==> config.mk <==
export PLATFORM = sky130hd
export DESIGN_NAME = peak_detect_ctrl
export DESIGN_NICKNAME = d
export VERILOG_FILES = /design/src/rtl/peak_detect_pkg.sv /design/src/rtl/pdc_hold_reg.sv /design/src/rtl/peak_detect_ctrl.sv
export SDC_FILE = /design/constraint.sdc
export NUM_CORES = 1
export LEC_CHECK = 0
export BUFFER_PORTS_ARGS = -buffer_cell sky130_fd_sc_hd__buf_2
export CORE_MARGIN = 2
export CORE_UTILIZATION = 40
export CTS_BUF_LIST = sky130_fd_sc_hd__clkbuf_16
export CTS_CLUSTER_SIZE = 25
export DETAILED_ROUTE_END_ITERATION = 16
export PLACE_DENSITY = 0.68
export SYNTH_ARGS = -nofsm -noshare
export SYNTH_HDL_FRONTEND = slang
export SYNTH_SLANG_ARGS = --single-unit
==> constraint.sdc <==
create_clock -name CLK -period 2 [get_ports CLK]
set_clock_uncertainty 0.05 [all_clocks]
set_input_delay 0.4 -clock CLK [delete_from_list [all_inputs] [get_ports CLK]]
set_output_delay 0.4 -clock CLK [all_outputs]
set_load 0.05 [all_outputs]
==> src/rtl/peak_detect_pkg.sv <==
// Shared definitions for the peak-detect sequencer.
//   - pdc_state_e : sequencer states (idle, arm, acquire, flush)
//   - PDC_*_W     : default datapath / divider / address widths
//   - MAX_LSB     : bit position of the max byte inside a packed {max,min} pair
//   - max_lsb()   : the same packing offset for a non-default sample width
package peak_detect_pkg;

  localparam int unsigned PDC_DATA_W = 8;
  localparam int unsigned PDC_DIV_W  = 16;
  localparam int unsigned PDC_ADDR_W = 10;

  // Max occupies the upper half of the packed pair.
  localparam int unsigned MAX_LSB = PDC_DATA_W;

  typedef enum logic [1:0] {
    StIdle  = 2'd0,
    StArm   = 2'd1,
    StAcq   = 2'd2,
    StFlush = 2'd3
  } pdc_state_e;

  function automatic int unsigned max_lsb(input int unsigned data_w);
    return data_w;
  endfunction

endpackage

==> src/rtl/pdc_hold_reg.sv <==
// One-entry valid/ready holding register between the capture logic and the
// sample-RAM write port, with address generation and overflow detection.
// Ports:
//   clk, rst        clock, synchronous active-high reset
//   clr             start of a new acquisition: clears address, overflow, wrap
//   capture         a completed pair is presented on din this cycle
//   din             {max,min} pair to store
//   ready           sample RAM accepts the held pair
//   valid           a pair is held
//   data, addr      held pair and its RAM address (stable while stalled)
//   accept          valid && ready this cycle
//   at_top          held address is the last RAM location
//   wrapped         (PDC_RING_BUF_EN only) the address has wrapped to 0
//   ovf             sticky: a capture was dropped because the entry was busy
module pdc_hold_reg
  import peak_detect_pkg::*;
#(
  parameter int unsigned DATA_W = PDC_DATA_W,
  parameter int unsigned ADDR_W = PDC_ADDR_W
) (
  input  logic                clk,
  input  logic                rst,
  input  logic                clr,
  input  logic                capture,
  input  logic [2*DATA_W-1:0] din,
  input  logic                ready,
  output logic                valid,
  output logic [2*DATA_W-1:0] data,
  output logic [ADDR_W-1:0]   addr,
  output logic                accept,
  output logic                at_top,
`ifdef PDC_RING_BUF_EN
  output logic                wrapped,
`endif
  output logic                ovf
);

  logic                valid_q;
  logic [2*DATA_W-1:0] data_q;
  logic [ADDR_W-1:0]   addr_q;
  logic                ovf_q;
  logic                load;

  assign accept = valid_q && ready;
  assign at_top = (addr_q == {ADDR_W{1'b1}});
  // The entry can take a new pair when empty or when it drains this cycle.
  assign load   = capture && (!valid_q || ready);

  always_ff @(posedge clk) begin
    if (rst) begin
      valid_q <= 1'b0;
      data_q  <= '0;
      addr_q  <= '0;
      ovf_q   <= 1'b0;
    end else if (clr) begin
      addr_q <= '0;
      ovf_q  <= 1'b0;
    end else begin
      // Address always names the held pair, so it advances on every accept.
      if (accept) begin
        addr_q <= addr_q + ADDR_W'(1);
      end
      if (load) begin
        data_q  <= din;
        valid_q <= 1'b1;
      end else if (accept) begin
        valid_q <= 1'b0;
      end
      if (capture && valid_q && !ready) begin
        ovf_q <= 1'b1;
      end
    end
  end

`ifdef PDC_RING_BUF_EN
  logic wrapped_q;

  always_ff @(posedge clk) begin
    if (rst || clr) begin
      wrapped_q <= 1'b0;
    end else if (accept && at_top) begin
      wrapped_q <= 1'b1;
    end
  end

  assign wrapped = wrapped_q;
`endif

  assign valid = valid_q;
  assign data  = data_q;
  assign addr  = addr_q;
  assign ovf   = ovf_q;

endmodule

==> src/rtl/peak_detect_ctrl.sv <==
// Sequencer for the min/max peak-detect datapath. Drives the datapath clear
// and window-reload strobe, captures each finished {max,min} window and
// writes it to sample memory at incrementing addresses.
// Configuration macro: PDC_RING_BUF_EN -- when defined, the write address
// wraps at the top of memory (only STOP ends a run) and WRAPPED is present.
// Ports:
//   CLK, RST        acquisition clock, synchronous active-high reset
//   START, STOP     run control pulses
//   DIV             window length minus one, sampled on START
//   MAX_IN, MIN_IN  datapath results
//   MM_CLR_N        datapath clear (active low)
//   MM_EN           datapath reload strobe, high on the first sample of a window
//   WR_VALID/READY  sample-memory write handshake
//   WR_ADDR/DATA    pair address and {max,min} pair
//   BUSY, DONE      run in progress / end-of-run pulse
//   WRAPPED         (PDC_RING_BUF_EN only) address has wrapped
//   OVF             sticky dropped-pair flag
module peak_detect_ctrl
  import peak_detect_pkg::*;
#(
  parameter int unsigned DATA_W = PDC_DATA_W,
  parameter int unsigned DIV_W  = PDC_DIV_W,
  parameter int unsigned ADDR_W = PDC_ADDR_W
) (
  input  logic                CLK,
  input  logic                RST,
  input  logic                START,
  input  logic                STOP,
  input  logic [DIV_W-1:0]    DIV,
  input  logic [DATA_W-1:0]   MAX_IN,
  input  logic [DATA_W-1:0]   MIN_IN,
  output logic                MM_CLR_N,
  output logic                MM_EN,
  output logic                WR_VALID,
  input  logic                WR_READY,
  output logic [ADDR_W-1:0]   WR_ADDR,
  output logic [2*DATA_W-1:0] WR_DATA,
  output logic                BUSY,
  output logic                DONE,
`ifdef PDC_RING_BUF_EN
  output logic                WRAPPED,
`endif
  output logic                OVF
);

  localparam int unsigned MaxLsb = max_lsb(DATA_W);

  pdc_state_e          state_q;
  logic [DIV_W-1:0]    div_q;
  logic [DIV_W-1:0]    cnt_q;
  logic [DIV_W-1:0]    cnt_nxt;
  logic                first_q;
  logic                clr_n_q;
  logic                en_q;
  logic                busy_q;
  logic                done_q;

  logic [2*DATA_W-1:0] pair;
  logic                start_clr;
  logic                capture_raw;
  logic                capture;
  logic                full_accept;
  logic                drained;
  logic                hold_valid;
  logic                hold_accept;

  assign pair[MaxLsb +: DATA_W] = MAX_IN;
  assign pair[0 +: DATA_W]      = MIN_IN;

  assign start_clr   = (state_q == StIdle) && START;
  // At a reload cycle the datapath still shows the window that just ended;
  // the very first reload has no finished window behind it.
  assign capture_raw = (state_q == StAcq) && (cnt_q == '0) && !first_q;
  // Once the last RAM location is accepted no further pair may be stored.
  assign capture     = capture_raw && !full_accept;
  // Counter stays within 0..div_q, so an all-ones DIV cannot overflow it.
  assign cnt_nxt     = (cnt_q == div_q) ? '0 : cnt_q + DIV_W'(1);
  // Entry is empty now or empties at this edge (no captures while flushing).
  assign drained     = !hold_valid || hold_accept;

`ifdef PDC_RING_BUF_EN
  assign full_accept = 1'b0;
`else
  logic hold_at_top;
  assign full_accept = hold_accept && hold_at_top;
`endif

  pdc_hold_reg #(
    .DATA_W (DATA_W),
    .ADDR_W (ADDR_W)
  ) u_hold (
    .clk     (CLK),
    .rst     (RST),
    .clr     (start_clr),
    .capture (capture),
    .din     (pair),
    .ready   (WR_READY),
    .valid   (hold_valid),
    .data    (WR_DATA),
    .addr    (WR_ADDR),
    .accept  (hold_accept),
`ifdef PDC_RING_BUF_EN
    .at_top  (),
    .wrapped (WRAPPED),
`else
    .at_top  (hold_at_top),
`endif
    .ovf     (OVF)
  );

  // Outputs are registered alongside the state so they line up with it.
  always_ff @(posedge CLK) begin
    if (RST) begin
      state_q <= StIdle;
      div_q   <= '0;
      cnt_q   <= '0;
      first_q <= 1'b0;
      clr_n_q <= 1'b0;
      en_q    <= 1'b0;
      busy_q  <= 1'b0;
      done_q  <= 1'b0;
    end else begin
      done_q <= 1'b0;
      unique case (state_q)
        StIdle: begin
          if (START) begin
            div_q   <= DIV;
            state_q <= StArm;
            clr_n_q <= 1'b1;
            busy_q  <= 1'b1;
          end
        end
        StArm: begin
          if (STOP) begin
            state_q <= StFlush;
          end else begin
            state_q <= StAcq;
            cnt_q   <= '0;
            first_q <= 1'b1;
            en_q    <= 1'b1;
          end
        end
        StAcq: begin
          if (full_accept) begin
            state_q <= StIdle;
            clr_n_q <= 1'b0;
            en_q    <= 1'b0;
            busy_q  <= 1'b0;
            done_q  <= 1'b1;
          end else if (STOP) begin
            state_q <= StFlush;
            en_q    <= 1'b0;
          end else begin
            cnt_q <= cnt_nxt;
            en_q  <= (cnt_nxt == '0);
            if (cnt_q == '0) begin
              first_q <= 1'b0;
            end
          end
        end
        StFlush: begin
          if (drained) begin
            state_q <= StIdle;
            clr_n_q <= 1'b0;
            busy_q  <= 1'b0;
            done_q  <= 1'b1;
          end
        end
      endcase
    end
  end

  assign MM_CLR_N = clr_n_q;
  assign MM_EN    = en_q;
  assign WR_VALID = hold_valid;
  assign BUSY     = busy_q;
  assign DONE     = done_q;

endmodule

# ---- Yosys cells after proc, flatten, opt, wreduce, memory -nomap -nowiden
# Index checks and enable logic that the tools add are counted.
dict set report word_totals {
  ff_bits 66
  elab_cells 85
  output_inout_bits 32
  in_bits 37
}
dict set report op_classes {
  eq_ne 13
  n_reduce_logical 30
  n_mux 28
  bitwise_logic 1
  addsub 2
}
# op count
set ops {}
lappend ops {{$mux W16} 4}
lappend ops {{$logic_not A16 Y1} 2}
lappend ops {{$pmux W16 S2} 1}
lappend ops {{$add A16 B1 Y16 const B} 1}
lappend ops {{$eq A16 B16 Y1} 1}
lappend ops {{$mux W1} 14}
lappend ops {{$ne A2 B2 Y1 const B} 6}
lappend ops {{$add A10 B1 Y10 const B} 1}
lappend ops {{$eq A10 B10 Y1 const B} 1}
lappend ops {{$logic_and A1 B1 Y1} 9}
lappend ops {{$mux W2} 4}
lappend ops {{$pmux W2 S4} 1}
lappend ops {{$reduce_and A2 Y1} 4}
lappend ops {{$reduce_and A4 Y1} 2}
lappend ops {{$pmux W1 S2} 3}
lappend ops {{$reduce_and A5 Y1} 1}
lappend ops {{$eq A2 B2 Y1 const B} 2}
lappend ops {{$logic_not A1 Y1} 4}
lappend ops {{$reduce_bool A2 Y1} 2}
lappend ops {{$ne A3 B3 Y1 const B} 1}
lappend ops {{$pmux W1 S3} 1}
lappend ops {{$reduce_and A3 Y1} 1}
lappend ops {{$reduce_bool A3 Y1} 1}
lappend ops {{$eq A2 B1 Y1 const B} 1}
lappend ops {{other kinds (5)} 6}

# ---- Logic depth before layout (Yosys ltp)
dict set report depth {
  depth_word 7
  depth_mapped 10
  mapped_depth_nobuf 7
}

# ---- Hierarchy
# A second synthesis with hierarchy kept.
dict set report hier_totals {
  cells_unflattened 413
  hier_area_um2 3268.1
}
# mod area_each_um2 cells_per_inst seq_area_each_um2 n_inst
set modules_own_cells {}
lappend modules_own_cells {peak_detect_ctrl 2084.5 272 760.7 1}
lappend modules_own_cells {pdc_hold_reg 1183.6 141 560.5 1}

# ---- Least setup slack after synthesis
# Ideal clock, no wire load.
dict set report synth_path {
  path_type {reg-to-reg}
  start {register u_hold.addr_q[0], in the netlist u_hold.addr[0]}
  end {register cnt_q[1]}
  arrival_time_ps 2014
  setup_time_ps 128
  n_path_buf 2
  required_time_ps 1822
  synth_period_minus_slack_ps 2191
  stages_incl_launch_ff 10
  path_slack_ps -191
  path_cell_list {dfxtp_1 > ha_1 > nand4_1 > nor4_4 > nor3_1 > nor2b_2 > buf_6 > buf_6 > a22oi_2 > nor2_1}
}
dict set report synth_between {
  elab_chain_len 4
}
# item line
set synth_rtl {}
lappend synth_rtl {{start: declaration} pdc_hold_reg.sv:40} ;# logic [ADDR_W-1:0] addr_q;
lappend synth_rtl {{start signal: assignment} pdc_hold_reg.sv:61} ;# addr_q <= addr_q + ADDR_W'(1);
lappend synth_rtl {{$eq A10 B10 Y1} pdc_hold_reg.sv:45} ;# assign at_top = (addr_q == {ADDR_W{1'b1}});
lappend synth_rtl {{$logic_and A1 B1 Y1} peak_detect_ctrl.sv:85} ;# assign full_accept = hold_accept && hold_at_top;
lappend synth_rtl {{$ne A2 B2 Y1 (no line)} -}
lappend synth_rtl {{$reduce_and A4 Y1 (no line)} -}
lappend synth_rtl {{end signal: assignment} peak_detect_ctrl.sv:154} ;# cnt_q <= cnt_nxt;
lappend synth_rtl {{end: declaration} peak_detect_ctrl.sv:50} ;# logic [DIV_W-1:0] cnt_q;
# No other way between the ends.
# A chain may end at the register's enable or synchronous reset.

# ---- Worst setup path in the final report
dict set report layout_path {
  start {register cnt_q[4]}
  end {register en_q, in the netlist MM_EN}
}
dict set report layout_between {
  elab_chain_len 6
  word_cells_on_any_way 7
  cone_classes {add/sub (1); eq/ne (1); mux (4); reduce/logical (1)}
}
# item line
set layout_rtl {}
lappend layout_rtl {{$add A16 B1 Y16 or $eq A16 B16 Y1 (tied branches)} peak_detect_ctrl.sv:77} ;# assign cnt_nxt = (cnt_q == div_q) ? '0 : cnt_q + DIV_W'(1);
lappend layout_rtl {{$mux W16 *} peak_detect_ctrl.sv:77}
lappend layout_rtl {{$logic_not A16 Y1 *} peak_detect_ctrl.sv:155} ;# en_q <= (cnt_nxt == '0);
lappend layout_rtl {{$mux W1 *} peak_detect_ctrl.sv:150} ;# end else if (STOP) begin
lappend layout_rtl {{$mux W1 *} peak_detect_ctrl.sv:144} ;# if (full_accept) begin
lappend layout_rtl {{$pmux W1 S2 *} peak_detect_ctrl.sv:124} ;# unique case (state_q)
lappend layout_rtl {{end signal: assignment} peak_detect_ctrl.sv:155}
lappend layout_rtl {{end: declaration} peak_detect_ctrl.sv:54} ;# logic en_q;
# Every way passes the cells marked *; elsewhere a longest branch is shown, timed or not.

==> summary.txt <==
Die
  – Core area: 8300 µm²
  – Die area: 9370 µm²
  – Rows: 33
  – Die width: 96.8 µm
  – Initial Utilization: 41.5%
  – I/O pin cnt: 69
  – Die Ht: 96.8 µm

Finish
  – Syn-to-layout area delta: 33.9%
  – N_diodes: 0
  – Layout cells sized above 1: 35.9%
  – Design Area, Final: 4610 µm²
  – Post-layout nets: 548

Global routing
  – Congestion Overflow GR: 0
  – Initial antenna violation count: 0
  – Vias in the first global route: 3,130
  – Pin count of the biggest net entering global routing: 41
  – Total track usage: 19.0%
  – First-pass GRT wire length: 14,800 µm

CTS
  – TritonCTS Sinks: 66
  – Clk_lat worst skew: 0.33 ns
  – # hold bufs at CTS: 0
  – Root Driver: clkbuf_16
  – CTS Buffer Depth: 2
  – CTS Buf Count: 9
  – H-Tree Depth: 3
  – CTS tree: yes
  – Clock Pin Slew Worst Setup and Hold Paths: 0.06 ns

Synthesis
  – Ys async rst share: 0%
  – Post-synthesis net count: 447
  – Seq/Total Area, Yosys: 38.4%
  – Mapped Area: 3440 µm²
  – Mean Syn Cell Area: 8.46 µm²
  – #FFs+latches synth: 66
  – Ys Warns: 0
  – Leading area contributor after synthesis: dfxtp_1
  – Synth Flop Type: dfxtp_1
  – Post-synth EDFFs: 0
  – Post-synth top area share: 38.4%
  – Post-synth cell types: 49
  – Top post-synthesis cells by area: dfxtp_1 (38%), nand2_1 (7.0%), mux2i_1 (5.2%)
  – Cell count after synthesis: 407

Power
  – Static Leak: 1.87 nW
  – IR drop worst, VDD: 567 µV
  – Pwr/cell area: 844 nW/µm²

Placed design
  – HPWL Detailed: 6440 µm
  – GP Congestion: 0.897
  – Pre-CTS WS: -0.121 ns
  – Buffers on Ports: 68
  – Dpl cell area: 4100 µm²

STA
  – Min Tclk post-route: 1.93 ns
  – Final hold vios: 0
  – RSZ-0062 raised after global routing: yes
  – Fin worst setup slack: 0.0731 ns
  – Fmax: 519 MHz
  – Slew headroom: 70.8%
  – Final Slew Violations: 0
  – Worst slew pin tran: 0.438 ns
  – Setup Viol. Count Final: 0
  – Crit share post-route: 96.3%

Routing
  – Routed WL per cell: 14.6 µm
  – WL final: 9050 µm
  – Via count: 3,312
  – DR iter-0 viols: 238
  – Drt drc: 0
  – DRT antenna net count: 0
  – Pre-antenna DRT Iters: 6
  – Drt via density: 5.36

Critical path
  – Crit path launch type: flip-flop
  – Data required, critical path: 2.19 ns
  – Setup CP Type: flip-flop to flip-flop
  – Worst-path fanout max: 6
  – CP Data Arrival Time: 2.12 ns
  – Worst setup EP type: flip-flop

Flow run
  – Max cap viols: 0

Worst hold path
  – Hold Path Class: input port to flip-flop

Run status
  – Status: finished, final reports clean
-- kinds of logic after synthesis --
kind of cell / Yosys count / synth area share (%)
buffers and inverters: 35 / 6.47
xor gates and xnor gates: 25 / 7.12
AOI/OAI and AO/OA: 73 / 13.3
and+or+nand+nor: 187 / 28.5
muxes: 18 / 5.23
adders and majority gates: 3 / 1.09
DFF: 66 / 38.4
-- power breakdown --
| part | leakage, nW | switching, mW | internal, mW |
|---|---|---|---|
| Combinational | 1.15 | 0.391 | 0.256 |
| Clock | 0.172 | 0.603 | 1.22 |
| Sequential | 0.544 | 0.0415 | 1.38 |
-- cells in the final DEF, fill, tap and decap left out, types with 7 or more instances in the layout --
cell type  synthesis  routed
nand4_1           10      10
buf_2              6      68
a311oi_1          11       8
a21oi_1           34      34
or3_1              8       8
dfxtp_1           66      50
nand3_1           10      10
buf_4              6      51
o21ai_0           12      12
xor2_1             7       7
xnor2_1           16      16
clkbuf_16          0      10
nor3_1            11       8
mux2i_1           18      16
dfxtp_2            0      15
nand2_1           64      64
nor2_1            44      41
-- flip-flops by register name (all words and copies together) (netlist names) --
register      cells
BUSY              1
DONE              1
MM_EN             1
cnt_q            16
div_q            16
first_q           1
state_q           2
u_hold.addr      10
u_hold.data      16
u_hold.ovf        1
u_hold.valid      1
-- per-stage QoR --
step	power (mW)	utilization [%]	hold slack, ns	std cells	TNS (ns)
after floorplan	1.87	-	0.399	407	0
after global placement	2.05	49.4	0.410	598	-0.117
after detailed placement	2.05	49.4	0.416	598	-0.844
after CTS	3.89	53.9	0.242	615	0
after global routing	4.04	55.5	0.261	618	-0.0453
final	3.89	55.5	0.250	618	0
-- critical path: stages, from the launching register on --
cell and delay (ns):
dfxtp_2 0.35, buf_4 0.16, and4_1 0.21, a311oi_1 0.28, a41oi_1 0.09, a211oi_1 0.27
nand4_1 0.17, a221oi_2 0.25
-- cell type report --
| type | instances | area, µm² |
|---|---|---|
| clock buffer | 9 | 225 |
| clock inverter | 7 | 116 |
| fill | 742 | 3690 |
| inverter | 3 | 11.3 |
| multi-input combinational | 306 | 2000 |
| sequential | 66 | 1340 |
| tap | 105 | 131 |
| timing repair buffer | 122 | 779 |
-- cells in the mapped netlist (2+ instances only) --
| cell | n |
|---|---|
| dfxtp_1 | 66 |
| nand2_1 | 64 |
| nor2_1 | 44 |
| a21oi_1 | 34 |
| mux2i_1 | 18 |
| xnor2_1 | 16 |
| o21ai_0 | 12 |
| a311oi_1 | 11 |
| nor3_1 | 11 |
| nand3_1 | 10 |
| nand4_1 | 10 |
| clkbuf_1 | 9 |
| buf_6 | 8 |
| or3_1 | 8 |
| xor2_1 | 7 |
| and3_1 | 6 |
| buf_2 | 6 |
| buf_4 | 6 |
| nand2b_1 | 6 |
| a31oi_1 | 5 |
| a211oi_1 | 4 |
| nor2b_1 | 4 |
| a41oi_1 | 3 |
| and4_1 | 3 |
| ha_1 | 3 |
| inv_1 | 3 |
| nand4_2 | 3 |
| and2_1 | 2 |
| buf_1 | 2 |
| nor4_2 | 2 |
| nor4_4 | 2 |
| or2b_1 | 2 |
-- worst paths after layout --
kind | startpoint | endpoint | slack (ns) | depth (start not counted)
setup / recovery | cnt_q[4] | MM_EN | 0.07 | 7
hold / removal | DIV[10] | div_q[10] | 0.25 | 3
setup reg to reg | cnt_q[4] | MM_EN | 0.07 | 7
hold reg to reg | div_q[0] | div_q[0] | 0.42 | 2
-- per-layer routing --
layer  wire (µm)  GRT usage [%]  up-vias
met1        4080           24.8     1542
met2        4230           29.9      123
met5           0              0        -
li1            -              -     1628
met4         226           8.56        0
met3         513           4.62       19
-- timing repair --
| action | in CTS | in global routing |
|---|---|---|
| buffers inserted | 1 | 2 |
| setup endpoints to repair | 21 | 33 |
| pin swaps | 0 | 9 |
| resized for setup | 4 | 23 |
| gates cloned | 0 | 1 |
No activity file was read; power rests on OpenSTA's default activity.
